--- src/rtl/traffic_pkg.sv ---
// Colour encoding and phase sequencing shared by the traffic-light bank,
// the display driver and the instruction decoder.
package traffic_pkg;

  localparam logic [1:0] COL_RED    = 2'd0;
  localparam logic [1:0] COL_GREEN  = 2'd1;
  localparam logic [1:0] COL_YELLOW = 2'd2;
  localparam logic [1:0] COL_OFF    = 2'd3;

  typedef logic [1:0] color_t;

  // RED -> GREEN -> YELLOW -> RED; the reserved code falls back to red.
  function automatic color_t next_color(input color_t c);
    case (c)
      COL_RED:   return COL_GREEN;
      COL_GREEN: return COL_YELLOW;
      default:   return COL_RED;
    endcase
  endfunction

endpackage

--- src/rtl/tick_gen.sv ---
// Shared tick prescaler: one-cycle pulse every DIV enabled cycles; the
// count restarts from zero whenever en drops.
module tick_gen #(
  parameter int DIV = 100_000_000
) (
  input  logic clk,
  input  logic rst,
  input  logic en,
  output logic tick
);

  localparam int CW = (DIV > 1) ? $clog2(DIV) : 1;

  logic [CW-1:0] cnt_reg;
  logic          tick_reg;

  always_ff @(posedge clk) begin
    if (rst || !en) begin
      cnt_reg  <= '0;
      tick_reg <= 1'b0;
    end else if (cnt_reg == CW'(DIV - 1)) begin
      cnt_reg  <= '0;
      tick_reg <= 1'b1;
    end else begin
      cnt_reg  <= cnt_reg + 1'b1;
      tick_reg <= 1'b0;
    end
  end

  // Gating with en keeps a pending pulse from leaking into a stopped cycle.
  assign tick = tick_reg & en;

endmodule

--- src/rtl/traffic_light_bank.sv ---
// Bank of independent red/green/yellow light sequencers sharing one tick
// prescaler, each with programmable durations and start colour.
module traffic_light_bank
  import traffic_pkg::*;
#(
  parameter int NUM_LIGHTS = 4,
  parameter int TIME_W     = 5,
  parameter int TICK_DIV   = 100_000_000,
  parameter int DEF_RED    = 10,
  parameter int DEF_GREEN  = 10,
  parameter int DEF_YELLOW = 3,
  localparam int LW        = (NUM_LIGHTS > 1) ? $clog2(NUM_LIGHTS) : 1
) (
  input  logic                    clk,
  input  logic                    rst,
  input  logic                    cfg_valid,
  input  logic [LW-1:0]           cfg_light,
  input  logic [1:0]              cfg_color,
  input  logic [TIME_W-1:0]       cfg_time,
  input  logic [1:0]              cfg_start,
  input  logic                    run,
  output logic                    cfg_err,
  output logic                    tick,
  output logic [2*NUM_LIGHTS-1:0] light_color
);

  logic run_q_reg;
  logic cfg_err_reg;
  logic cfg_bad;
  logic run_entry;

  assign cfg_bad   = (int'(cfg_light) >= NUM_LIGHTS) ||
                     (cfg_color == COL_OFF) || (cfg_start == COL_OFF);
  assign run_entry = run && !run_q_reg;

  always_ff @(posedge clk) begin
    if (rst) begin
      run_q_reg   <= 1'b0;
      cfg_err_reg <= 1'b0;
    end else begin
      run_q_reg   <= run;
      cfg_err_reg <= cfg_valid && cfg_bad;
    end
  end

  assign cfg_err = cfg_err_reg;

  tick_gen #(.DIV(TICK_DIV)) u_tick_gen (
    .clk  (clk),
    .rst  (rst),
    .en   (run),
    .tick (tick)
  );

  for (genvar gi = 0; gi < NUM_LIGHTS; gi++) begin : g_light
    logic [TIME_W-1:0] t_red_reg, t_green_reg, t_yellow_reg;
    logic [TIME_W-1:0] remain_reg, remain_next;
    logic [TIME_W-1:0] load_raw, load_val;
    logic [1:0]        start_col_reg, phase_reg, phase_next, col_reg;
    logic [1:0]        load_col;
    logic              wr_sel;

    assign wr_sel = cfg_valid && !cfg_bad && (cfg_light == LW'(gi));

    // Durations come from the registers, so a same-cycle write is not seen.
    assign load_col = run_entry ? start_col_reg : next_color(phase_reg);

    always_comb begin
      case (load_col)
        COL_RED:   load_raw = t_red_reg;
        COL_GREEN: load_raw = t_green_reg;
        default:   load_raw = t_yellow_reg;
      endcase
      load_val = (load_raw == '0) ? TIME_W'(1) : load_raw;
    end

    always_comb begin
      phase_next  = phase_reg;
      remain_next = remain_reg;
      if (!run) begin
        phase_next  = start_col_reg;
        remain_next = '0;
      end else if (run_entry) begin
        phase_next  = start_col_reg;
        remain_next = load_val;
      end else if (tick) begin
        if (remain_reg > TIME_W'(1)) begin
          remain_next = remain_reg - 1'b1;
        end else begin
          phase_next  = next_color(phase_reg);
          remain_next = load_val;
        end
      end
    end

    always_ff @(posedge clk) begin
      if (rst) begin
        t_red_reg     <= TIME_W'(DEF_RED);
        t_green_reg   <= TIME_W'(DEF_GREEN);
        t_yellow_reg  <= TIME_W'(DEF_YELLOW);
        start_col_reg <= COL_RED;
        phase_reg     <= COL_RED;
        remain_reg    <= '0;
        col_reg       <= COL_RED;
      end else begin
        if (wr_sel) begin
          case (cfg_color)
            COL_RED:    t_red_reg    <= cfg_time;
            COL_GREEN:  t_green_reg  <= cfg_time;
            COL_YELLOW: t_yellow_reg <= cfg_time;
            default:    ;
          endcase
          if (!run) start_col_reg <= cfg_start;
        end
        phase_reg  <= phase_next;
        remain_reg <= remain_next;
        col_reg    <= run ? phase_next : COL_RED;
      end
    end

    assign light_color[2*gi +: 2] = col_reg;
  end

endmodule

--- config.mk ---
export PLATFORM = sky130hd
export DESIGN_NAME = traffic_light_bank
export DESIGN_NICKNAME = d
export VERILOG_FILES = /design/src/rtl/traffic_pkg.sv /design/src/rtl/tick_gen.sv /design/src/rtl/traffic_light_bank.sv
export SDC_FILE = /design/constraint.sdc
export NUM_CORES = 1
export LEC_CHECK = 0
export CORE_MARGIN = 2
export CORE_UTILIZATION = 55
export CTS_CLUSTER_SIZE = 8
export DETAILED_ROUTE_END_ITERATION = 8
export PLACE_DENSITY = 0.87
export SYNTH_ARGS = -nofsm -noshare
export SYNTH_HDL_FRONTEND = slang
export SYNTH_SLANG_ARGS = --single-unit
--- constraint.sdc ---
create_clock -name clk -period 2.7 [get_ports clk]
set_input_delay 0.81 -clock clk [delete_from_list [all_inputs] [get_ports clk]]
set_output_delay 0.81 -clock clk [all_outputs]
set_load 0.02 [all_outputs]
==> results of run 1 <==
## cells by family after synthesis
logic type,synth area share [%]
AOI/OAI and AO/OA,17.5
and+or+nand+nor,22.8
adders and majority gates,1.74
xor gates and xnor gates,2.98
buffers and inverters,5.02
muxes,8.46
DFF,41.4
## cells in the final DEF, fill, tap and decap left out, types with 5 or more instances in the layout
cell,n
nor2_1,133
dfxtp_1,134
ha_1,9
a211oi_1,17
a211o_1,24
a2111oi_2,5
nand4_1,11
o211a_1,7
inv_1,27
xor2_1,13
clkdlybuf4s50_1,22
or2_2,14
nand2_1,36
mux2i_1,47
o211ai_1,15
buf_4,70
xnor2_1,9
nor2b_1,19
clkbuf_16,17
o21ai_0,29
nand3_1,13
nor3_1,18
o21a_1,5
and2_1,9
and3_1,5
a21oi_1,40
nor3b_1,5
nand2b_1,5
nand4b_1,5
## synth_stat cells (all sizes together), types with 15 or more instances
cell type / count
dfxtp: 134
nor2: 134
mux2i: 51
a21oi: 40
nand2: 37
o21ai: 30
inv: 27
clkbuf: 25
a211o: 24
nor3: 21
nor2b: 19
a211oi: 17
buf: 16
o211ai: 15
## area by class of cell
cell class	instances	area (um^2)	share of cell area, %
Clock inverter	11	169	2.11
Multi-Input combinational cell	548	3560	44.5
Tap cell	143	179	2.24
Clock buffer	21	480	6.01
Sequential cell	134	2680	33.6
Inverter	27	101	1.27
Timing Repair Buffer	97	822	10.3
## stage by stage
| stage | setup slack, ps | cell area, um^2 | std cells | power, mW |
|---|---|---|---|---|
| after floorplan | 98.5 | 6480 | 749 | 2.37 |
| after global placement | -401 | 7240 | 946 | 2.53 |
| after detailed placement | -603 | 7240 | 946 | 2.55 |
| after CTS | -46.2 | 7910 | 978 | 5.08 |
| after global routing | -76.1 | 7990 | 981 | 5.22 |
| final | 16.4 | 7990 | 981 | 5.08 |
## routing by layer
| layer | routed length (um) | GRT usage, % | up-vias |
|---|---|---|---|
| met2 | 8340 | 46.3 | 237 |
| met3 | 1040 | 7.13 | 63 |
| met5 | 0 | 0 | - |
| met1 | 7170 | 32.8 | 2761 |
| met4 | 703 | 14.3 | 0 |
| li1 | - | - | 2795 |
## power by group through the flow
| stage | Combinational (mW) | Clock [mW] | Sequential, mW |
|---|---|---|---|
| floorplan | 0.294 | 0 | 2.07 |
| global placement | 0.456 | 0 | 2.08 |
| detailed placement | 0.471 | 0 | 2.08 |
| CTS | 0.480 | 2.56 | 2.04 |
| global route | 0.546 | 2.64 | 2.04 |
| finish | 0.507 | 2.54 | 2.04 |
## worst max-delay path: stages
cell,delay [ps]
clkdlybuf4s50_1,390
buf_4,170
buf_4,140
nand3b_1,120
a21boi_2,220
buf_4,150
mux2i_1,180
a21oi_1,110
o32a_1,370
a2111oi_2,320
## how the worst max path moves through the flow
stage | start | to | slack (ps)
3_5_place_dp | run | g_light[3].remain_reg[0] | -600
4_1_cts | run | g_light[1].remain_reg[0] | -50
3_3_place_gp | run | g_light[0].remain_reg[0] | -400
2_1_floorplan | run | g_light[2].remain_reg[0] | 100
5_1_grt | run | g_light[1].remain_reg[0] | -80
6_report | run | g_light[1].remain_reg[0] | 20
## repair_timing
action / in CTS / in global routing
buffers inserted: 0 / 2
cloned: 0 / 1
setup endpoints to repair: 6 / 8
resized for setup: 7 / 11
hold buffers: 0 / 0
pin swaps: 1 / 5
==> results.md, run 1 <==
- Status: finished, final reports clean
- Clock-pin slew on the worst setup and hold paths: 60 ps
- Final TNS setup: 0 ps
- Grt ovf: 0
- Netlist cell types: 55
- CTS tree: built
- R2r startpoint: u_tick_gen.cnt_reg[0]
- FF-to-FF setup slack: 370 ps
- CTS root buffer: clkbuf_16
- DP HPWL: 11600 um
- Crit path max fanout: 10
- Via density: 5.97
- Worst EP required: 3030 ps
- R2R cell count: 7
- Worst EP arrival: 3010 ps
- Layout area overhead: 23.4%
- Cell taking the most area after synthesis: dfxtp_1
- Max FFs per register: 27
- Synth Warn #: 0
- Cell-internal power: 3.88 mW
- Top cells by area, synth: dfxtp_1, nor2_1, mux2i_1
- Drt pass-1 iters: 5
- Setup violators final: 0
- Hold depth: 1
- Antenna violations before repair: 0
- Final hold viol count: 0
- ANT nets after route: 0
- Tot GR Track Use: 27.7%
- Die area: 12700 um^2
- Crit Path Category: in -> reg
- Sequential area share after synthesis: 41.4%
- Nets: 849
- Slew HR: 56.1%
- Clock latency on the worst-skew pair: 430 ps
- Worst Hold Path EP: g_light[0].t_yellow_reg[1]
- EDFF count, synth: 0
- Slew @ Worst Pin: 656 ps
- Max VDD drop: 797 uV
- Mapped Cells: 749
- CTS Buf Count: 17
- Pin count of the biggest net entering global routing: 41
- Asr flop ratio synth: 0%
- Avg WL per Cell: 17.6 um
- Worst r2r dst: u_tick_gen.cnt_reg[24]
- Switching part of the total power: 23.6%
- Comb pwr share: 10.0%
- Power Dens Cells: 636 nW/um^2
- Unrepaired setup endpoints after global routing: yes
- Clk pwr share: 49.9%
- First-pass GRT wire length: 27900 um
- Total number of vias: 5856
- Rows: 39
- Achievable Freq: 0.373 GHz
- Die height: 113 um
- Mapped Area: 6480 um^2
- Deepest clock path buffer count: 2
- Total Routed Length: 17300 um
- Post-layout util: 69.7%
- Max-slew violation count: 0
- Layout cell share with drive strength beyond 1: 17.7%
- Gpl congestion: 0.954
- Main flop type after synthesis: dfxtp_1
- Min-delay src: g_light[0].t_yellow_reg[1]
- WHS: 469 ps
- Post-synthesis area per instance: 8.65 um^2
- IO Pins: 25
- Max Cap Viol: 0
- H-tree levels: 4
- Min Tclk post-route: 2680 ps
- Sink Count: 134
- Synth Register Bits: 134
- Net Count, Synth: 773
- Clk_skew: 9.76 ps
- Startpoint Class: input port
- PortBufs: 24
- P_leak: 3.09 nW
- Setup crit end kind: flop
- Die X: 113 um
- Starting DRC count in detailed routing: 570
- Fillcell total: 812
- Number of diodes: 0
- DRC violations left: 0
- Min-delay worst type: reg -> reg
- Final worst path period share: 99.4%
- Initial Util: 56.5%
- Top cell type's share of synthesized area: 41.4%
- Seq pwr share: 40.1%
- Core area: 11500 um^2
- Vias in the first global route: 5838
- Psw: 1.20 mW
Power figures use the tool's default switching activity.
==> run 2: changes to the inputs <==
Settings changed: CORE_ASPECT_RATIO from default to 0.7.
==> run 2 against run 1 <==
Compared with the run above: count of clock-buffer cells in the layout shrank 1; die area is 0.11% higher; sequential share of layout area grew 0.85 points; final area fell by 2.5%; first-iteration DRC count fell by 21%; via count down 1.9%; fmax grew 6.9%; largest power group unchanged.
==> results.md, run 2 (same netlist as run 1, synthesis figures left out) <==
- Status: finished, final reports clean
- Initial Util: 55.8%
- Non-Filler Instances: 989
- Worst path bufs/invs: 3
- First-pass GRT wire length: 27600 um
- Setup violators final: 0
- Clock latency on the worst-skew pair: 430 ps
- Clock-pin slew on the worst setup and hold paths: 60 ps
- Pin count of the biggest net entering global routing: 78
- Final worst path period share: 93.0%
- Number of diodes: 0
- Worst EP arrival: 2830 ps
- Crit path max fanout: 8
- CTS root buffer: clkbuf_16
- ANT nets after route: 0
- Vias in the first global route: 5595
- Final WS setup: 190 ps
- Crit-path cells: dlygate4sd2_1, buf_4, and2b_2, buf_4, o211ai_1, o211a_1, o22ai_1, o32a_1, a2111oi_2
- Min-delay worst type: reg -> reg
- Die height: 94.8 um
- Hold depth: 1
- Die area: 12700 um^2
- Setup crit end kind: flop
- Worst path depth: 9
- Placed cell area: 7210 um^2
- WHS: 472 ps
- Total number of vias: 5746
- Crit Path Category: in -> reg
- Slew HR: 45.7%
- Max FFs per register: 27
- Max-slew violation count: 0
- Cts hold-fix bufs: 0
- Fillcell total: 861
- Cell family with most CP delay: compound AO/OA/AOI/OAI gates
- Die X: 134 um
- Max VDD drop: 557 uV
- Power Dens Cells: 615 nW/um^2
- Total Routed Length: 16900 um
- Grt ovf: 0
- Drt pass-1 iters: 5
- Unrepaired setup endpoints after global routing: no
- DP HPWL: 11100 um
- Nets: 843
- Gpl congestion: 0.920
- Clk_skew: 8.12 ps
- DP Worst Slack: -500 ps
- Avg WL per Cell: 17.1 um
- Crit-path max cell delay: 330 ps
- Sink Count: 134
- Rows: 33
- IO Pins: 25
- Tot GR Track Use: 27.9%
- Worst EP required: 3020 ps
- Slew @ Worst Pin: 815 ps
- Power, Total: 4.80 mW
- Min Tclk post-route: 2510 ps
- Startpoint Class: input port
- Final Instance Area: 7790 um^2
- Deepest clock path buffer count: 2
- Commonest non-fill, non-tap cells in the layout: nor2_1, dfxtp_1, buf_4, mux2i_1, a21oi_1
- CTS Buf Count: 17
- Post-layout util: 67.2%
- Layout cell share with drive strength beyond 1: 16.2%
- PortBufs: 24
- Layout area overhead: 20.3%
- Via density: 5.81
- H-tree levels: 4
- R2R cell count: 6
- Core area: 11600 um^2
- Placed Cells incl. Taps: 957
- Crit-path most repeated cell: buf_4
- DRC violations left: 0
- Max Cap Viol: 0
- Final hold viol count: 0
- Starting DRC count in detailed routing: 451
- Crit-path slowest cell: a2111oi_2
- Final TNS setup: 0 ps
- P_leak: 3.02 nW
- CTS tree: built
- Achievable Freq: 0.398 GHz
- Antenna violations before repair: 0
## run 2: cell types whose count changed in the layout (fill, tap and decap cells not counted), sizes merged
| cell | change |
|---|---|
| buf | -5 |
| bufinv | -3 |
| clkbuf | -1 |
| clkdlybuf4s15 | -1 |
| clkdlybuf4s50 | -1 |
| clkinv | +1 |
| dlygate4sd2 | +2 |
| inv | +3 |
| mux2i | -1 |
## run 2: area by class of cell
class                      count  area, um^2  share of cell area, %
multi-input combinational    547        3470                   44.6
clock buffer                  20         467                   5.99
sequential                   134        2680                   34.4
timing repair buffer          92         756                   9.70
tap                          157         196                   2.52
clock inverter                12         118                   1.51
inverter                      27         101                   1.30
## run 2: worst register-to-register path: stages, from the launching register on
cell	delay (ps)
dfxtp_1	440
nand2b_4	270
mux2i_1	520
o211a_1	270
o22ai_1	80
o32a_1	310
a2111oi_2	330
## run 2: final timing paths
| check | startpoint | end | slack [ps] |
|---|---|---|---|
| setup / recovery | run | g_light[2].remain_reg[0] | 190 |
| hold reg to reg | g_light[0].t_green_reg[1] | g_light[0].t_green_reg[1] | 470 |
| hold / removal | g_light[0].t_green_reg[1] | g_light[0].t_green_reg[1] | 470 |
| setup reg to reg | run_q_reg | g_light[1].remain_reg[0] | 380 |
## run 2: report_power, final
part	leakage [nW]	total, mW	switching, mW	internal (mW)
registers	1.08	2.04	0.0278	2.01
logic	1.64	0.482	0.274	0.208
clock network	0.288	2.28	0.921	1.35
total	3.02	4.80	1.22	3.57
## run 2: timing repair
| action | in CTS | in global routing |
|---|---|---|
| endpoints found under the setup margin | 5 | 0 |
| buffers inserted | 0 | 0 |
| resized for setup | 4 | 0 |
## run 2: layer usage
metal / part of all wire (%) / vias up / GRT usage, %
li1: - / 2770 / -
met1: 45 / 2691 / 35.7
met2: 45 / 232 / 44.3
met3: 7.3 / 53 / 6.98
met4: 2.9 / 0 / 13.7
met5: 0 / - / 0
